$ cat src/rtl/upsample_stream.sv
`default_nettype none
// ============================================================================
// Module      : upsample_stream
// Description : 2x nearest-neighbour upsampler for a streamed square frame,
//               built around a one-row line buffer and one output register.
// Revision    : 1.0 - initial release
// ============================================================================
module upsample_stream #(
    parameter int WIDTH_IN  = 4,
    parameter int WIDTH_OUT = 2 * WIDTH_IN
) (
    input  logic        clk,
    input  logic        reset,
    input  logic        in_valid,
    output logic        in_ready,
    input  logic [31:0] in_data,
    output logic        out_valid,
    input  logic        out_ready,
    output logic [31:0] out_data,
    output logic        out_last
);

    localparam int                 c_IDX_W    = $clog2(WIDTH_IN);
    localparam logic [c_IDX_W-1:0] c_LAST_IDX = c_IDX_W'(WIDTH_OUT / 2 - 1);

    typedef enum logic [0:0] {
        ROW_A = 1'b0,
        ROW_B = 1'b1
    } state_t;

    state_t             r_state;
    logic [c_IDX_W-1:0] r_col;
    logic [c_IDX_W-1:0] r_row;
    logic               r_dup;
    logic [31:0]        r_line_buf [WIDTH_IN];
    logic [31:0]        r_out_data;
    logic               r_out_valid;
    logic               r_out_last;

    logic               w_out_free;
    logic               w_in_ready;
    logic               w_in_fire;
    logic               w_col_last;
    logic               w_row_last;
    logic [31:0]        w_buf_rd;

    assign w_out_free = ~r_out_valid | out_ready;
    assign w_in_ready = ~reset & (r_state == ROW_A) & ~r_dup & w_out_free;
    assign w_in_fire  = in_valid & w_in_ready;
    assign w_col_last = (r_col == c_LAST_IDX);
    assign w_row_last = (r_row == c_LAST_IDX);
    assign w_buf_rd   = r_line_buf[r_col];

    assign in_ready  = w_in_ready;
    assign out_valid = r_out_valid;
    assign out_data  = r_out_data;
    assign out_last  = r_out_last;

    // No reset here: every entry is rewritten by the top row before it is read.
    always_ff @(posedge clk) begin
        if (w_in_fire) begin
            r_line_buf[r_col] <= in_data;
        end
    end

    always_ff @(posedge clk) begin
        if (reset) begin
            r_state     <= ROW_A;
            r_col       <= '0;
            r_row       <= '0;
            r_dup       <= 1'b0;
            r_out_data  <= '0;
            r_out_valid <= 1'b0;
            r_out_last  <= 1'b0;
        end else begin
            case (r_state)
                ROW_A: begin
                    if (!r_dup) begin
                        if (w_in_fire) begin
                            r_out_data  <= in_data;
                            r_out_valid <= 1'b1;
                            r_out_last  <= 1'b0;
                            r_dup       <= 1'b1;
                        end else if (w_out_free) begin
                            r_out_valid <= 1'b0;
                            r_out_last  <= 1'b0;
                        end
                    end else if (w_out_free) begin
                        // Second copy comes from the buffer written on the previous edge.
                        r_out_data  <= w_buf_rd;
                        r_out_valid <= 1'b1;
                        r_out_last  <= 1'b0;
                        r_dup       <= 1'b0;
                        if (w_col_last) begin
                            r_col   <= '0;
                            r_state <= ROW_B;
                        end else begin
                            r_col <= r_col + 1'b1;
                        end
                    end
                end
                ROW_B: begin
                    if (w_out_free) begin
                        r_out_data  <= w_buf_rd;
                        r_out_valid <= 1'b1;
                        r_out_last  <= r_dup & w_col_last & w_row_last;
                        r_dup       <= ~r_dup;
                        if (r_dup) begin
                            if (w_col_last) begin
                                r_col   <= '0;
                                r_state <= ROW_A;
                                r_row   <= w_row_last ? '0 : r_row + 1'b1;
                            end else begin
                                r_col <= r_col + 1'b1;
                            end
                        end
                    end
                end
            endcase
        end
    end

endmodule
`default_nettype wire

$ cat config.mk
export PLATFORM = sky130hd
export DESIGN_NAME = upsample_stream
export DESIGN_NICKNAME = d
export VERILOG_FILES = /design/src/rtl/upsample_stream.sv
export SDC_FILE = /design/constraint.sdc
export NUM_CORES = 1
export LEC_CHECK = 0
export BUFFER_PORTS_ARGS = -buffer_cell sky130_fd_sc_hd__clkbuf_2
export CAP_MARGIN = 10
export CORE_UTILIZATION = 45
export CTS_BUF_LIST = sky130_fd_sc_hd__clkbuf_16
export CTS_CLUSTER_DIAMETER = 60
export CTS_CLUSTER_SIZE = 24
export DETAILED_ROUTE_END_ITERATION = 16
export SYNTH_ARGS = -nofsm -noshare
export SYNTH_HDL_FRONTEND = slang
export SYNTH_SLANG_ARGS = --single-unit
$ cat constraint.sdc
create_clock -name clk -period 3 [get_ports clk]
set_input_delay 0.3 -clock clk [delete_from_list [all_inputs] [get_ports clk]]
set_output_delay 0.3 -clock clk [all_outputs]
set_load 0.02 [all_outputs]
==> flow_summary_export.csv, run 1 <==
group,metric,value,unit
run_status,status,"finished clean",
floorplanning,core-area,0.0147,mm2
floorplanning,die_height,125,um
sta,report.final.slew_viol_count,0,
clock_tree,clock_latency,430,ps
sta,tns,0,ps
critical_path,path_buf_inv,0,
clock_tree,cts_resized,0,
detailed_routing,vias,3993,
critical_path,start_kind,"register",
sta,maxClockFrequency,454,MHz
clock_tree,postCtsSetupBuffers,0,
global_routing,grt_pass1_wl,23300,um
pwr,switching_share,0.234,
sta,grt_setup_unrepaired,"false",
synthesis,synthArstFlopShare,0,
critical_path,cp.arrival,2240,ps
global_routing,antenna_found_initial,0,
hold_path,hold_path_class,"in2reg",
place,place.gp.congestion,0.730,
place,place.port_buffers,70,
clock_tree,cts_hold_buf,0,
clock_tree,root_buffer,"clkbuf_16",
synthesis,synth_top_area_cell,"edfxtp_1",
sta,worst_pin_slew,1090,ps
detailed_routing,vias_per_cell,5.92,
synthesis,synth_enable_flop_cells,128,
synthesis,synthCells,411,
pwr,power_leakage,2.70,nW
sta,hold_ws,119,ps
global_routing,met1_usage,0.263,
clock_tree,cts_buffer_depth,2,
synthesis,synth_cell_types,33,
finish,syn2layout_area_growth,16.0,%
sta,relSlewSlack,0.269,
finish,area.sequential,0.00469,mm2
critical_path,end_kind,"register",
sta,fin_skew,8.08,ps
sta,layout_min_cycle_time,2200,ps
pwr,power.density,663,mW/mm2
floorplanning,die_w,125,um
finish,insertedDiodeCount,0,
finish,layout-drive-gt1-share,0.316,
sta,setup_viol,0,
finish,fillers,1166,
critical_path,path_cells,"nor2_1 > nand4b_1 > nor2_4",
synthesis,synth_top_flop_cell,"edfxtp_1",
synthesis,netlist_area,0.00684,mm2
pwr,p_comb_frac,0.087,
global_routing,met2_usage,0.320,
place,detailed_place_hpwl,8840,um
pwr,p_switching,1.23,mW
synthesis,synth_seq_area_share,0.685,
clock_tree,cts_tree,"done",
critical_path,crit_type,"reg2reg",
synthesis,postSynthAreaPerCell,16.6,um2
detailed_routing,drt_pre_antenna_iters,7,
critical_path,critPathSlowestCell,"nor2_4",
run,drv_cap,0,
floorplanning,start_util,0.465,
synthesis,ys_ff_latch,170,
detailed_routing,wl,14600,um
global_routing,grt.total_usage,0.200,
detailed_routing,drt_iter0_markers,243,
pwr,irDropWorstVdd,0.399,mV
global_routing,grt_busiest_layer,"met2",
sta,hold_viol,0,
clock_tree,htree_levels,4,
pwr,p_seq_frac,0.510,
synthesis,synth_fp_nets,452,
clock_tree,numCtsBuffers,17,
critical_path,worstPathMaxFanout,32,
floorplanning,rows,44,
finish,multi_input_area,0.00182,mm2
clock_tree,cts_sinks,170,
synthesis,synth_common_cells,"edfxtp_1 (128), dfxtp_1 (42), inv_1 (38)",
detailed_routing,antenna_left,0,
synthesis,yosys.area.top_type_share,0.562,
pwr,power_frac_clock,0.403,
floorplanning,pin_count,71,
global_routing,grt_overflow_total,0,
global_routing,grt_pass1_vias,4169,
critical_path,cp_slowest_stage_delay,880,ps
finish,final_nets,518,
sta,period_share,0.734,
global_routing,grt_use_met3,0.0449,
clock_tree,cts.clk_slew.worst_paths,60,ps
floorplanning,dieArea,0.0157,mm2
synthesis,yosysMostFrequentCell,"edfxtp_1",
global_routing,grt_max_degree,40,
synthesis,yosysWarnings,0,
critical_path,critPathTopFamily,"simple AND/OR/NAND/NOR gates",
critical_path,crit_required,3040,ps
detailed_routing,route.detailed.drc,0,
detailed_routing,wire_per_inst,21.7,um
pwr,internal-power,4.03,mW
synthesis,ys_top_cells_by_area,"edfxtp_1 (56%), dfxtp_1 (12%), mux4_2 (9.9%)",
-- worst reg2reg max path: stages, from the launching register on --
cell      delay [ps]
dfxtp_2          460
nor2_1           250
nand4b_1         210
nor2_4           880
-- registers in the layout, summed over array words and instances (netlist names), named ones only --
name,cells
r_dup,1
out_data,32
r_state,1
r_row,2
r_col,2
out_last,1
r_line_buf,128
out_valid,1
-- worst paths after layout --
check | cells after the start | start | slack [ps] | end
max reg2reg | 3 | r_dup | 800 | r_line_buf[3][23]
min reg2reg | 2 | out_last | 460 | out_last
min | 1 | in_data[28] | 120 | r_line_buf[2][28]
max | 3 | r_dup | 800 | r_line_buf[3][23]
-- metrics by stage --
step	instances	util	cell area (um2)	setup WS (ps)	total power [mW]
3_3_place_gp	642	0.501	7360	774	3.19
4_1_cts	674	0.540	7940	728	5.31
5_1_grt	674	0.540	7940	646	5.43
2_1_floorplan	411	-	6840	224	3.02
3_5_place_dp	642	0.501	7360	733	3.20
6_report	674	0.540	7940	799	5.26
-- layout by cell type, fill, tap and decap left out, drive strengths merged, types with 2 or more instances in the layout --
| master | instances |
|---|---|
| a211oi | 31 |
| a21oi | 7 |
| and3 | 3 |
| buf | 12 |
| bufinv | 2 |
| clkbuf | 87 |
| clkinv | 8 |
| dfxtp | 42 |
| edfxtp | 128 |
| ha | 5 |
| inv | 42 |
| mux4 | 32 |
| nand2 | 3 |
| nand3 | 2 |
| nand4 | 4 |
| nor2 | 4 |
| nor4 | 32 |
| o21ai | 4 |
| o221a | 32 |
| o31ai | 2 |
-- logic make-up after synthesis --
kind of cell | synth area share
adders and majority gates | 0.00914
AOI/OAI and AO/OA | 0.100
muxes | 0.106
buffers and inverters | 0.0536
DFF | 0.685
and+or+nand+nor | 0.0459
-- per-layer routing --
| metal | share of wire | vias up |
|---|---|---|
| li1 | - | 1815 |
| met1 | 0.45 | 2037 |
| met2 | 0.49 | 118 |
| met3 | 0.049 | 23 |
| met4 | 0.017 | 0 |
| met5 | 0 | - |
-- final cells by class --
cell class / instances / share of cell area
multi-input cells: 168 / 0.229
clock inverters: 15 / 0.0189
repair buffers: 82 / 0.0602
clock buffers: 17 / 0.0536
inverters: 38 / 0.0180
flip-flops and latches: 170 / 0.591
well taps: 184 / 0.0290
-- power by group through the flow --
stage | registers [mW] | logic [mW] | clock network (mW)
after global routing | 2.69 | 0.501 | 2.24
after global placement | 2.73 | 0.455 | 0
after CTS | 2.68 | 0.465 | 2.16
after floorplan | 2.76 | 0.266 | 0
final | 2.68 | 0.458 | 2.12
after detailed placement | 2.73 | 0.463 | 0
Power figures use the tool's default switching activity.
==> run 2, diff against run 1 <==
- clock period: 3 -> 2.3 ns (I/O delays scaled with it)
==> run 2 against run 1 <==
Effect of this change:
- the run now ends with design-rule violations left
- worst hold slack got worse by 67 ps
- clock power rose by 34%
- combinational power grew 34%
- routed wire length decreased by 2.2%
- register-to-register slack worse by 370 ps
- clock-buffer cell count is the same
- first-iteration DRC count rose by 17%
- design area increased by 0.93%
- global-route usage is 0.50 points lower
- sequential cell count unchanged
- via count decreased by 0.45%
- maximum frequency grew 18%
- critical path type unchanged
- largest cell class unchanged
==> flow_summary_export.csv, run 2 (same netlist as run 1, synthesis figures left out) <==
group,metric,value,unit
place,detailed_place_hpwl,8520,um
place,dp.cells,646,
global_routing,grt_max_degree,40,
detailed_routing,vias_per_cell,5.86,
pwr,internal-power,5.44,mW
clock_tree,cts_resized,0,
critical_path,worstPathMaxFanout,22,
clock_tree,cts_buffer_depth,2,
detailed_routing,drt_pre_antenna_iters,11,
sta,layout_min_cycle_time,1870,ps
critical_path,cp_slowest_stage_delay,450,ps
floorplanning,die_height,125,um
hold_path,hp-start,"in_data[27]",
floorplanning,pin_count,71,
hold_path,hold_depth,1,
pwr,power.density,868,mW/mm2
pwr,switching_share,0.217,
sta,postLayoutSetupSlackWorst,428,ps
detailed_routing,vias,3975,
run,drv_cap,0,
sta,report.final.slew_viol_count,0,
clock_tree,cts_tree,"done",
critical_path,end_kind,"register",
finish,insertedDiodeCount,0,
detailed_routing,wire_per_inst,21.1,um
sta,worst_pin_slew,1010,ps
run_status,status,"finished, violations left",
finish,final_cells,678,
pwr,power_frac_clock,0.411,
floorplanning,core-area,0.0147,mm2
clock_tree,postCtsSetupBuffers,0,
pwr,p_comb_frac,0.088,
place,placement.setup.worst_slack,414,ps
floorplanning,die_w,125,um
sta,grt_setup_unrepaired,"false",
global_routing,grt.total_usage,0.195,
global_routing,antenna_found_initial,0,
pwr,p_seq_frac,0.501,
global_routing,grt_overflow_total,0,
critical_path,path_cells,"nor4_2 > and3_2 > buf_12",
clock_tree,numCtsBuffers,17,
critical_path,crit_type,"reg2reg",
finish,largest_reg_flops,128,
global_routing,grt_pass1_wl,22600,um
critical_path,cp.arrival,1990,ps
critical_path,reg2reg_from,"r_dup",
hold_path,whs_endpoint,"r_line_buf[2][27]",
pwr,p_switching,1.51,mW
sta,tns,0,ps
floorplanning,dieArea,0.0157,mm2
finish,layout-drive-gt1-share,0.312,
critical_path,r2r_slack,430,ps
finish,mostFrequentLayoutCells,"edfxtp_1 (128), clkbuf_2 (70), inv_1 (43), dfxtp_1 (38)",
finish,final_nets,522,
sta,hold_viol,0,
pwr,irDropWorstVdd,0.488,mV
finish,fin_util,0.545,
detailed_routing,route.detailed.drc,3,
hold_path,hold_path_class,"in2reg",
sta,period_share,0.814,
pwr,power_leakage,2.75,nW
floorplanning,rows,44,
finish,final_common_cell,"edfxtp_1",
finish,area.sequential,0.00469,mm2
clock_tree,htree_levels,4,
critical_path,start_kind,"register",
finish,fillers,1166,
critical_path,r2r_cells,3,
finish,multi_input_area,0.00182,mm2
critical_path,path_buf_inv,1,
place,place.port_buffers,70,
critical_path,rr_endpoint,"r_line_buf[1][17]",
sta,setup_viol,0,
sta,relSlewSlack,0.324,
clock_tree,root_buffer,"clkbuf_16",
finish,syn2layout_area_growth,17.1,%
critical_path,crit_required,2420,ps
detailed_routing,drt_iter0_markers,285,
sta,fin_skew,6.38,ps
finish,largest_register,"r_line_buf",
place,place.gp.congestion,0.756,
clock_tree,cts_sinks,170,
detailed_routing,wl,14300,um
clock_tree,clock_latency,420,ps
sta,maxClockFrequency,534,MHz
critical_path,critPathSlowestCell,"and3_2",
detailed_routing,antenna_left,0,
global_routing,grt_pass1_vias,4141,
run_status,violations,"design-rule violations",
critical_path,critPathTopFamily,"simple AND/OR/NAND/NOR gates",
floorplanning,start_util,0.465,
clock_tree,cts_hold_buf,0,
clock_tree,cts.clk_slew.worst_paths,60,ps
run 2: cell types whose count changed in the layout (fill, tap and decap cells not counted), moves of 2 or more:
| cell | delta |
|---|---|
| buf_4 | +2 |
| buf_12 | +2 |
| inv_1 | +4 |
| clkinv_4 | -3 |
| inv_6 | -2 |
| bufinv_16 | +2 |
run 2: area by class of cell:
class,count,area share
Clock inverter,15,0.0211
Tap cell,184,0.0287
Sequential cell,170,0.585
Clock buffer,17,0.0531
Timing Repair Buffer,86,0.0665
Multi-Input combinational cell,168,0.227
Inverter,38,0.0178
run 2: power by group through the flow:
stage | clock [mW] | combinational [mW] | sequential (mW)
floorplan | 0 | 0.348 | 3.59
global placement | 0 | 0.606 | 3.54
detailed placement | 0 | 0.618 | 3.55
CTS | 2.88 | 0.623 | 3.48
global route | 3.01 | 0.674 | 3.49
finish | 2.85 | 0.615 | 3.48
run 2: stage by stage:
step / area (um2) / power, mW / hold slack [ps]
global route: 8010 / 7.17 / 46.3
floorplan: 6850 / 3.94 / 329
CTS: 8010 / 6.99 / 41.9
global placement: 7420 / 4.15 / 449
detailed placement: 7420 / 4.16 / 449
finish: 8010 / 6.95 / 51.4
run 2: per-layer routing:
metal	up-vias	global-route usage	routed length (um)
met5	-	0	0
met2	114	0.310	6820
li1	1814	-	-
met4	0	0.0696	136
met3	12	0.0428	747
met1	2035	0.268	6590
run 2: worst max-delay path by stage:
stage	cells after the start	startpoint	slack, ps	end
2_1_floorplan	4	out_valid	50	r_line_buf[0][0]
3_3_place_gp	3	r_dup	450	r_line_buf[1][17]
3_5_place_dp	3	r_dup	410	r_line_buf[1][17]
4_1_cts	3	r_dup	400	r_line_buf[1][17]
5_1_grt	3	r_dup	300	r_line_buf[1][17]
6_report	3	r_dup	430	r_line_buf[1][17]
